===== src/rtl/phy_out_pkg.sv =====
// Shared types and defaults for the output PHY transmit path.
package phy_out_pkg;

    typedef enum logic [2:0] {
        RST,
        TRAIN,
        IDLE,
        SYNC,
        DATA,
        CHK,
        GAP
    } state_e;

    localparam logic [7:0] TRAIN_PATTERN_DEF = 8'hF0;
    localparam logic [7:0] IDLE_PATTERN_DEF  = 8'h00;
    localparam logic [7:0] SYNC_WORD_DEF     = 8'hBC;

    // Counter only ever reaches (limit - 1), so clog2 of the largest limit suffices.
    function automatic int cnt_width(input int a, input int b, input int c);
        int m;
        m = (a > b) ? a : b;
        m = (m > c) ? m : c;
        return (m < 2) ? 1 : $clog2(m);
    endfunction

endpackage


===== src/rtl/phy_out_tx_ctrl.sv =====
// Serializer transmit sequencer: reset hold, training burst, then SYNC/payload/gap frames.
// Define PHY_OUT_CHKSUM_EN to append an XOR checksum word after each frame's payload.
module phy_out_tx_ctrl
    import phy_out_pkg::*;
#(
    parameter int                    DATA_WIDTH      = 8,
    parameter int                    RST_HOLD_CYCLES = 8,
    parameter int                    TRAIN_WORDS     = 32,
    parameter int                    GAP_WORDS       = 2,
    parameter logic [DATA_WIDTH-1:0] TRAIN_PATTERN   = DATA_WIDTH'(TRAIN_PATTERN_DEF),
    parameter logic [DATA_WIDTH-1:0] IDLE_PATTERN    = DATA_WIDTH'(IDLE_PATTERN_DEF),
    parameter logic [DATA_WIDTH-1:0] SYNC_WORD       = DATA_WIDTH'(SYNC_WORD_DEF)
) (
    input  logic                  clk_div_in,
    input  logic                  reset,
    input  logic                  retrain,
    input  logic                  tx_valid,
    input  logic [DATA_WIDTH-1:0] tx_data,
    input  logic                  tx_last,
    output logic                  tx_ready,
    output logic                  serdes_rst,
    output logic [DATA_WIDTH-1:0] data_to_phy,
    output logic                  link_up,
    output logic                  underrun
);

    localparam int CNT_W = cnt_width(RST_HOLD_CYCLES, TRAIN_WORDS, GAP_WORDS);
    localparam logic [CNT_W-1:0] RST_LAST   = CNT_W'(RST_HOLD_CYCLES - 1);
    localparam logic [CNT_W-1:0] TRAIN_LAST = CNT_W'(TRAIN_WORDS - 1);
    localparam logic [CNT_W-1:0] GAP_LAST   = CNT_W'(GAP_WORDS - 1);

    state_e                state_q, state_d;
    logic [CNT_W-1:0]      cnt_q, cnt_d;
    logic                  retrain_pend_q, retrain_pend_d;
    logic                  serdes_rst_q, serdes_rst_d;
    logic [DATA_WIDTH-1:0] data_q, data_d;
    logic                  link_up_q, link_up_d;
    logic                  underrun_q, underrun_d;
    logic                  handshake;
`ifdef PHY_OUT_CHKSUM_EN
    logic [DATA_WIDTH-1:0] acc_q, acc_d;
`endif

    assign tx_ready    = (state_q == DATA);
    assign handshake   = tx_valid && tx_ready;
    assign serdes_rst  = serdes_rst_q;
    assign data_to_phy = data_q;
    assign link_up     = link_up_q;
    assign underrun    = underrun_q;

    always_ff @(posedge clk_div_in) begin
        if (reset) begin
            state_q        <= RST;
            cnt_q          <= '0;
            retrain_pend_q <= 1'b0;
            serdes_rst_q   <= 1'b1;
            data_q         <= IDLE_PATTERN;
            link_up_q      <= 1'b0;
            underrun_q     <= 1'b0;
`ifdef PHY_OUT_CHKSUM_EN
            acc_q          <= '0;
`endif
        end else begin
            state_q        <= state_d;
            cnt_q          <= cnt_d;
            retrain_pend_q <= retrain_pend_d;
            serdes_rst_q   <= serdes_rst_d;
            data_q         <= data_d;
            link_up_q      <= link_up_d;
            underrun_q     <= underrun_d;
`ifdef PHY_OUT_CHKSUM_EN
            acc_q          <= acc_d;
`endif
        end
    end

    always_comb begin
        state_d = state_q;
        unique case (state_q)
            RST:   if (!retrain && cnt_q == RST_LAST) state_d = TRAIN;
            TRAIN: begin
                if (retrain)                      state_d = RST;
                else if (cnt_q == TRAIN_LAST)     state_d = IDLE;
            end
            IDLE: begin
                if (retrain)                      state_d = RST;
                else if (tx_valid)                state_d = SYNC;
            end
            SYNC:  state_d = DATA;
`ifdef PHY_OUT_CHKSUM_EN
            DATA:  if (handshake && tx_last) state_d = CHK;
            CHK:   state_d = GAP;
`else
            DATA:  if (handshake && tx_last) state_d = GAP;
`endif
            // A waiting frame skips IDLE so back-to-back frames see exactly GAP_WORDS idles.
            GAP: begin
                if (cnt_q == GAP_LAST) begin
                    if (retrain_pend_q || retrain) state_d = RST;
                    else if (tx_valid)             state_d = SYNC;
                    else                           state_d = IDLE;
                end
            end
            default: state_d = RST;
        endcase

        if (state_d != state_q || (state_q == RST && retrain))
            cnt_d = '0;
        else if (state_q == RST || state_q == TRAIN || state_q == GAP)
            cnt_d = cnt_q + CNT_W'(1);
        else
            cnt_d = '0;

        if (state_d == RST)
            retrain_pend_d = 1'b0;
        else if (retrain && (state_q == SYNC || state_q == DATA ||
                             state_q == CHK  || state_q == GAP))
            retrain_pend_d = 1'b1;
        else
            retrain_pend_d = retrain_pend_q;
    end

    always_comb begin
        serdes_rst_d = (state_q == RST);
        link_up_d    = (state_q == IDLE) || (state_q == SYNC) || (state_q == DATA) ||
                       (state_q == CHK)  || (state_q == GAP);
        underrun_d   = (state_q == DATA) && !tx_valid;
        data_d       = IDLE_PATTERN;
        unique case (state_q)
            TRAIN:   data_d = TRAIN_PATTERN;
            SYNC:    data_d = SYNC_WORD;
            DATA:    data_d = tx_valid ? tx_data : IDLE_PATTERN;
`ifdef PHY_OUT_CHKSUM_EN
            CHK:     data_d = acc_q;
`endif
            default: data_d = IDLE_PATTERN;
        endcase
`ifdef PHY_OUT_CHKSUM_EN
        if (state_q == SYNC)  acc_d = '0;
        else if (handshake)   acc_d = acc_q ^ tx_data;
        else                  acc_d = acc_q;
`endif
    end

endmodule


===== config.mk =====
export PLATFORM = sky130hd
export DESIGN_NAME = phy_out_tx_ctrl
export DESIGN_NICKNAME = d
export VERILOG_FILES = /design/src/rtl/phy_out_pkg.sv /design/src/rtl/phy_out_tx_ctrl.sv
export SDC_FILE = /design/constraint.sdc
export NUM_CORES = 1
export LEC_CHECK = 0
export ABC_AREA = 1
export BUFFER_PORTS_ARGS = -buffer_cell sky130_fd_sc_hd__buf_2
export CORE_MARGIN = 4
export CORE_UTILIZATION = 36
export DETAILED_ROUTE_END_ITERATION = 7
export SETUP_SLACK_MARGIN = 0.15
export SYNTH_ARGS = -nofsm -noshare
export SYNTH_HDL_FRONTEND = slang
export SYNTH_SLANG_ARGS = --single-unit

===== constraint.sdc =====
create_clock -name clk_div_in -period 1.8 [get_ports clk_div_in]
set_clock_uncertainty 0.05 [all_clocks]
set_input_delay 0.54 -clock clk_div_in [delete_from_list [all_inputs] [get_ports clk_div_in]]
set_output_delay 0.54 -clock clk_div_in [all_outputs]
set_load 0.02 [all_outputs]

Word-level counts from Yosys, hierarchy flattened
Cells that the tools add are included.
W data, S select, Z words.
{"block": "word_totals", "register_bits": 20, "out_inout_bits": 12}
{"block": "classes", "addsub": 1, "eq_ne": 10, "n_mux": 12, "bitwise": 1, "reduce_logical": 23}
{"cell": "$pmux W8 S3", "count": 1}
{"cell": "$mux W3", "count": 7}
{"cell": "$pmux W3 S6", "count": 1}
{"cell": "$logic_or A1 B1 Y1", "count": 11}
{"cell": "$eq A3 B3 Y1 const B", "count": 3}
{"cell": "$mux W8", "count": 1}
{"cell": "$eq A3 B2 Y1 const B", "count": 2}
{"cell": "$logic_and A1 B1 Y1", "count": 6}
{"cell": "$logic_not A3 Y1", "count": 2}
{"cell": "$add A5 B1 Y5 const B", "count": 1}
{"cell": "$eq A5 B1 Y1 const B", "count": 1}
{"cell": "$eq A5 B3 Y1 const B", "count": 1}
{"cell": "$eq A5 B5 Y1 const B", "count": 1}
{"cell": "$eq A3 B1 Y1 const B", "count": 1}
{"cell": "$ne A3 B3 Y1", "count": 1}
{"cell": "$reduce_or A3 Y1", "count": 1}
{"cell": "$logic_not A1 Y1", "count": 2}
{"cell": "$mux W2", "count": 1}
{"cell": "$reduce_or A2 Y1", "count": 1}
{"cell": "$mux W1", "count": 1}
{"cell": "$not A1 Y1", "count": 1}

Depth between registers and ports, before layout
{"block": "depth", "depth_word": 8, "mapped_depth": 11}

Worst setup path before layout
OpenSTA, ideal clock, no wires.
{"block": "synth_timing", "path_kind": "flip-flop to flip-flop", "startpoint": "register cnt_q[0]", "endpoint": "register cnt_q[0]", "setup_ns": 0.065, "arrival_ns": 1.438, "path_slack_ns": 0.247, "path_stages_with_launch": 12, "n_path_buf": 0, "period_less_slack_ns": 1.553, "path_cell_list": "dfxtp_1 > ha_1 > nand2_1 > nor2_1 > ha_1 > nand3_1 > nand2_1 > nand3_1 > nand3_1 > a21oi_1 > nand3_2 > nor2_1"}
{"block": "synth_via", "elab_chain_len": 7}
{"element": "start, declared", "line": "phy_out_tx_ctrl.sv:33", "rtl": "logic [CNT_W-1:0] cnt_q, cnt_d;"}
{"element": "start signal, assigned", "line": "phy_out_tx_ctrl.sv:65", "rtl": "cnt_q <= cnt_d;"}
{"element": "$eq A5 B5 Y1 / $eq A5 B3 Y1 (equally long branches)", "line": "phy_out_tx_ctrl.sv:83, phy_out_tx_ctrl.sv:80"}
{"element": "$mux W3 / $logic_and A1 B1 Y1 (equally long branches)", "line": "phy_out_tx_ctrl.sv:83, phy_out_tx_ctrl.sv:80"}
{"element": "$mux W3, on equally long branches", "line": "phy_out_tx_ctrl.sv:82, phy_out_tx_ctrl.sv:80"}
{"element": "$pmux W3 S6", "line": "phy_out_tx_ctrl.sv:79", "rtl": "unique case (state_q)"}
{"element": "$ne A3 B3 Y1", "line": "phy_out_tx_ctrl.sv:107", "rtl": "if (state_d != state_q || (state_q == RST && retrain))"}
{"element": "$logic_or A1 B1 Y1", "line": "phy_out_tx_ctrl.sv:107"}
{"element": "$reduce_or A3 Y1 (no source line)"}
Parallel ways exist; a longest one is shown, timed or not.
A chain may end at the register's enable or synchronous reset.

Worst setup path in the final report
{"block": "layout_timing", "startpoint": "register cnt_q[1]", "endpoint": "register cnt_q[1]"}
Same word-level chain as after synthesis.

==> metrics <==
clk slew on worst S/H paths=110 ps; RSZ-0062 raised after global routing=yes; max-slew violations=0; Final Util=56.0%; Mapped Cells=121; max_cap viols=0; P_sw=0.166 mW; Yosys reg bits=20; worst hold endpoint=underrun; Layout fillers=213; share of total power in combinational logic=5.5%; antenna violations before repair=0; share of cells above drive strength 1=45.9%; most numerous cell in the Yosys netlist=nand2_1; Syn Area/Cell=7.35 um^2; DRC errors left=0; DRT iter0 DRCs=33; Post-synth top cells=nand2_1 (25), dfxtp_1 (20), nor2_1 (16); Arrival @ worst endpoint=1830 ps; Leakage=0.609 nW; clk buf depth=2; Clk Latency, worst-skew pair=300 ps; worst hold path type=in -> reg; relative slew slack=80.3%; Fin. Hold Viols=0; post-cts hold buffer count=0; Synth Net Count=137; Vias=888; pre-CTS WS=83.5 ps; Num CTS Buffers=3; top cells by area, synth=dfxtp_1 (45%), nand2_1 (11%), nor2_1 (6.8%); crit path max fanout=5; yosys synthesis warning count=0; CTS H-Tree Depth=1; GR Layer Usage met1=13.2%; Crit Reg-Reg Endpoint=cnt_q[1]; Yosys top cell area share=45.0%; via density per instance=4.80; sequential group share of total power=52.0%; GRT Total Usage=12.3%; switch share=19.5%; worst flop-to-flop path startpoint=cnt_q[1]; Synth area leader=dfxtp_1; Power Internal=0.687 mW; ant diodes=0; Die Area=3330 um^2; Final Cell Area=1270 um^2; FF-to-FF path depth=10; EDFF count, synth=0; Core ar.=2280 um^2; power share of the clock group=42.4%; Die Y-Extent=57.7 um; outcome=finished clean; r2r setup slk=170 ps; minimum period implied by the final worst setup slack=1630 ps; Remaining Overflow, GRT=0; Most Crowded Layer GR=met2; worst setup margin=167 ps; drt wl/cell=11.5 um; post-synth cell types=24; antenna-violating nets left=0; Fin Setup TNS=0 ps; Worst setup EP type=register; hold path cells=2; sequential area share after synthesis=45.0%; DR pass1 iterations=4; Worst-Margin Slew=293 ps; PD cells=670 nW/um^2; routability-driven placement congestion ratio=0.877; number of cell rows=17; vias in the first global route=800; grt met2 use=21.8%; TritonCTS clock tree=done; Area Growth Syn to Fin=43.2%; first-pass GRT wire length=3280 um; FF/Latch Area=417 um^2; Primary FF master, synth=dfxtp_1; CP Class=reg -> reg; buffers added on ports=24; required time worst endpoint=1990 ps; Setup violations, final=0; root buf cell=clkbuf_4; Hold Startpoint=tx_valid; I/O pins=25; met3 Use GR=5.12%; die width=57.7 um; Post-Syn Area=890 um^2; Peak VDD IR=0.000583 V; startpoint types=register; asr flop ratio synth=0%; Final Routed Wirelength=2120 um; largest net degree at the start of global routing=16; final worst path period share=90.7%; CTS sink cnt=20; hpwl dp=1430 um; multi-input combinational cell area=504 um^2; placed cell area=1040 um^2; # nets final=174; initial core utilization=39.1%; fmax=0.613 GHz; Tot Pwr=0.853 mW
## power groups by stage
stage	logic, mW	clock network, mW	registers (mW)
6_report	0.0473	0.362	0.444
5_1_grt	0.0531	0.391	0.445
3_3_place_gp	0.0347	0	0.457
4_1_cts	0.0395	0.371	0.445
2_1_floorplan	0.0168	0	0.456
3_5_place_dp	0.0357	0	0.457
## worst max-delay path, cell delays in order, from the launching register on
cell	delay (ps)
dfxtp_4	380
inv_2	70
ha_4	120
inv_2	30
nor2_2	130
nand2_2	100
o21bai_4	170
nand3_2	110
a21oi_2	160
nand3_2	150
nor2_1	120
## metal layers
metal	vias up	share of wire, %
met5	-	0
met4	0	1.7
met3	8	8.5
met2	34	49
met1	394	41
li1	452	-
## placed cells by master, fill, tap and decap left out, drive strengths merged
cell type / synthesis / layout
bufinv: 0 / 1
o21ai: 4 / 4
clkbuf: 1 / 3
nand3: 12 / 12
buf: 1 / 34
ha: 3 / 3
xor2: 1 / 1
o21bai: 1 / 1
inv: 17 / 17
nor3: 1 / 1
or2: 1 / 1
xnor2: 1 / 1
nor2: 19 / 19
a31oi: 1 / 1
dfxtp: 20 / 20
o31ai: 1 / 1
a21oi: 10 / 10
nand2: 27 / 27
## state kept, by name, indices dropped and copies added (netlist names)
signal	flops
retrain_pend_q	1
state_q	3
link_up	1
cnt_q	5
underrun	1
serdes_rst	1
data_to_phy	8
## area by class of cell
cell class / instances / area share (%)
Clock inverter: 1 / 2.36
Tap cell: 28 / 2.75
Sequential cell: 20 / 32.7
Timing Repair Buffer: 34 / 15.8
Clock buffer: 3 / 1.77
Inverter: 17 / 5.01
Multi-Input combinational cell: 82 / 39.6
## what timing repair did
action,4_1_cts,5_1_grt
resized for setup,16,18
endpoints found under the setup margin,6,6
pin swaps,3,10
buffers inserted,4,6
## worst max path at each step
stage               start        to  slack (ps)  cells after the start
3_5_place_dp     cnt_q[0]  cnt_q[0]          80                     11
6_report         cnt_q[1]  cnt_q[1]         170                     10
2_1_floorplan    cnt_q[0]  cnt_q[0]         250                     11
4_1_cts        state_q[0]  tx_ready         140                      4
3_3_place_gp     cnt_q[0]  cnt_q[4]         140                     11
5_1_grt          cnt_q[1]  cnt_q[0]          40                     10
## kinds of logic (layout without fill, tap and decap cells)
group,count (synthesis),in the layout,share of synthesized area (%)
xor gates and xnor gates,2,2,1.97
adders and majority gates,3,3,4.22
and+or+nand+nor,60,60,30.0
AOI/OAI and AO/OA,17,17,10.7
buffers and inverters,19,55,8.16
DFF,20,20,45.0
## metrics by stage
stage          hold WS [ps]  instances
6_report                348        185
5_1_grt                 343        185
4_1_cts                 340        179
3_5_place_dp            433        171
3_3_place_gp            396        171
2_1_floorplan           383        121
Power figures use the tool's default switching activity.
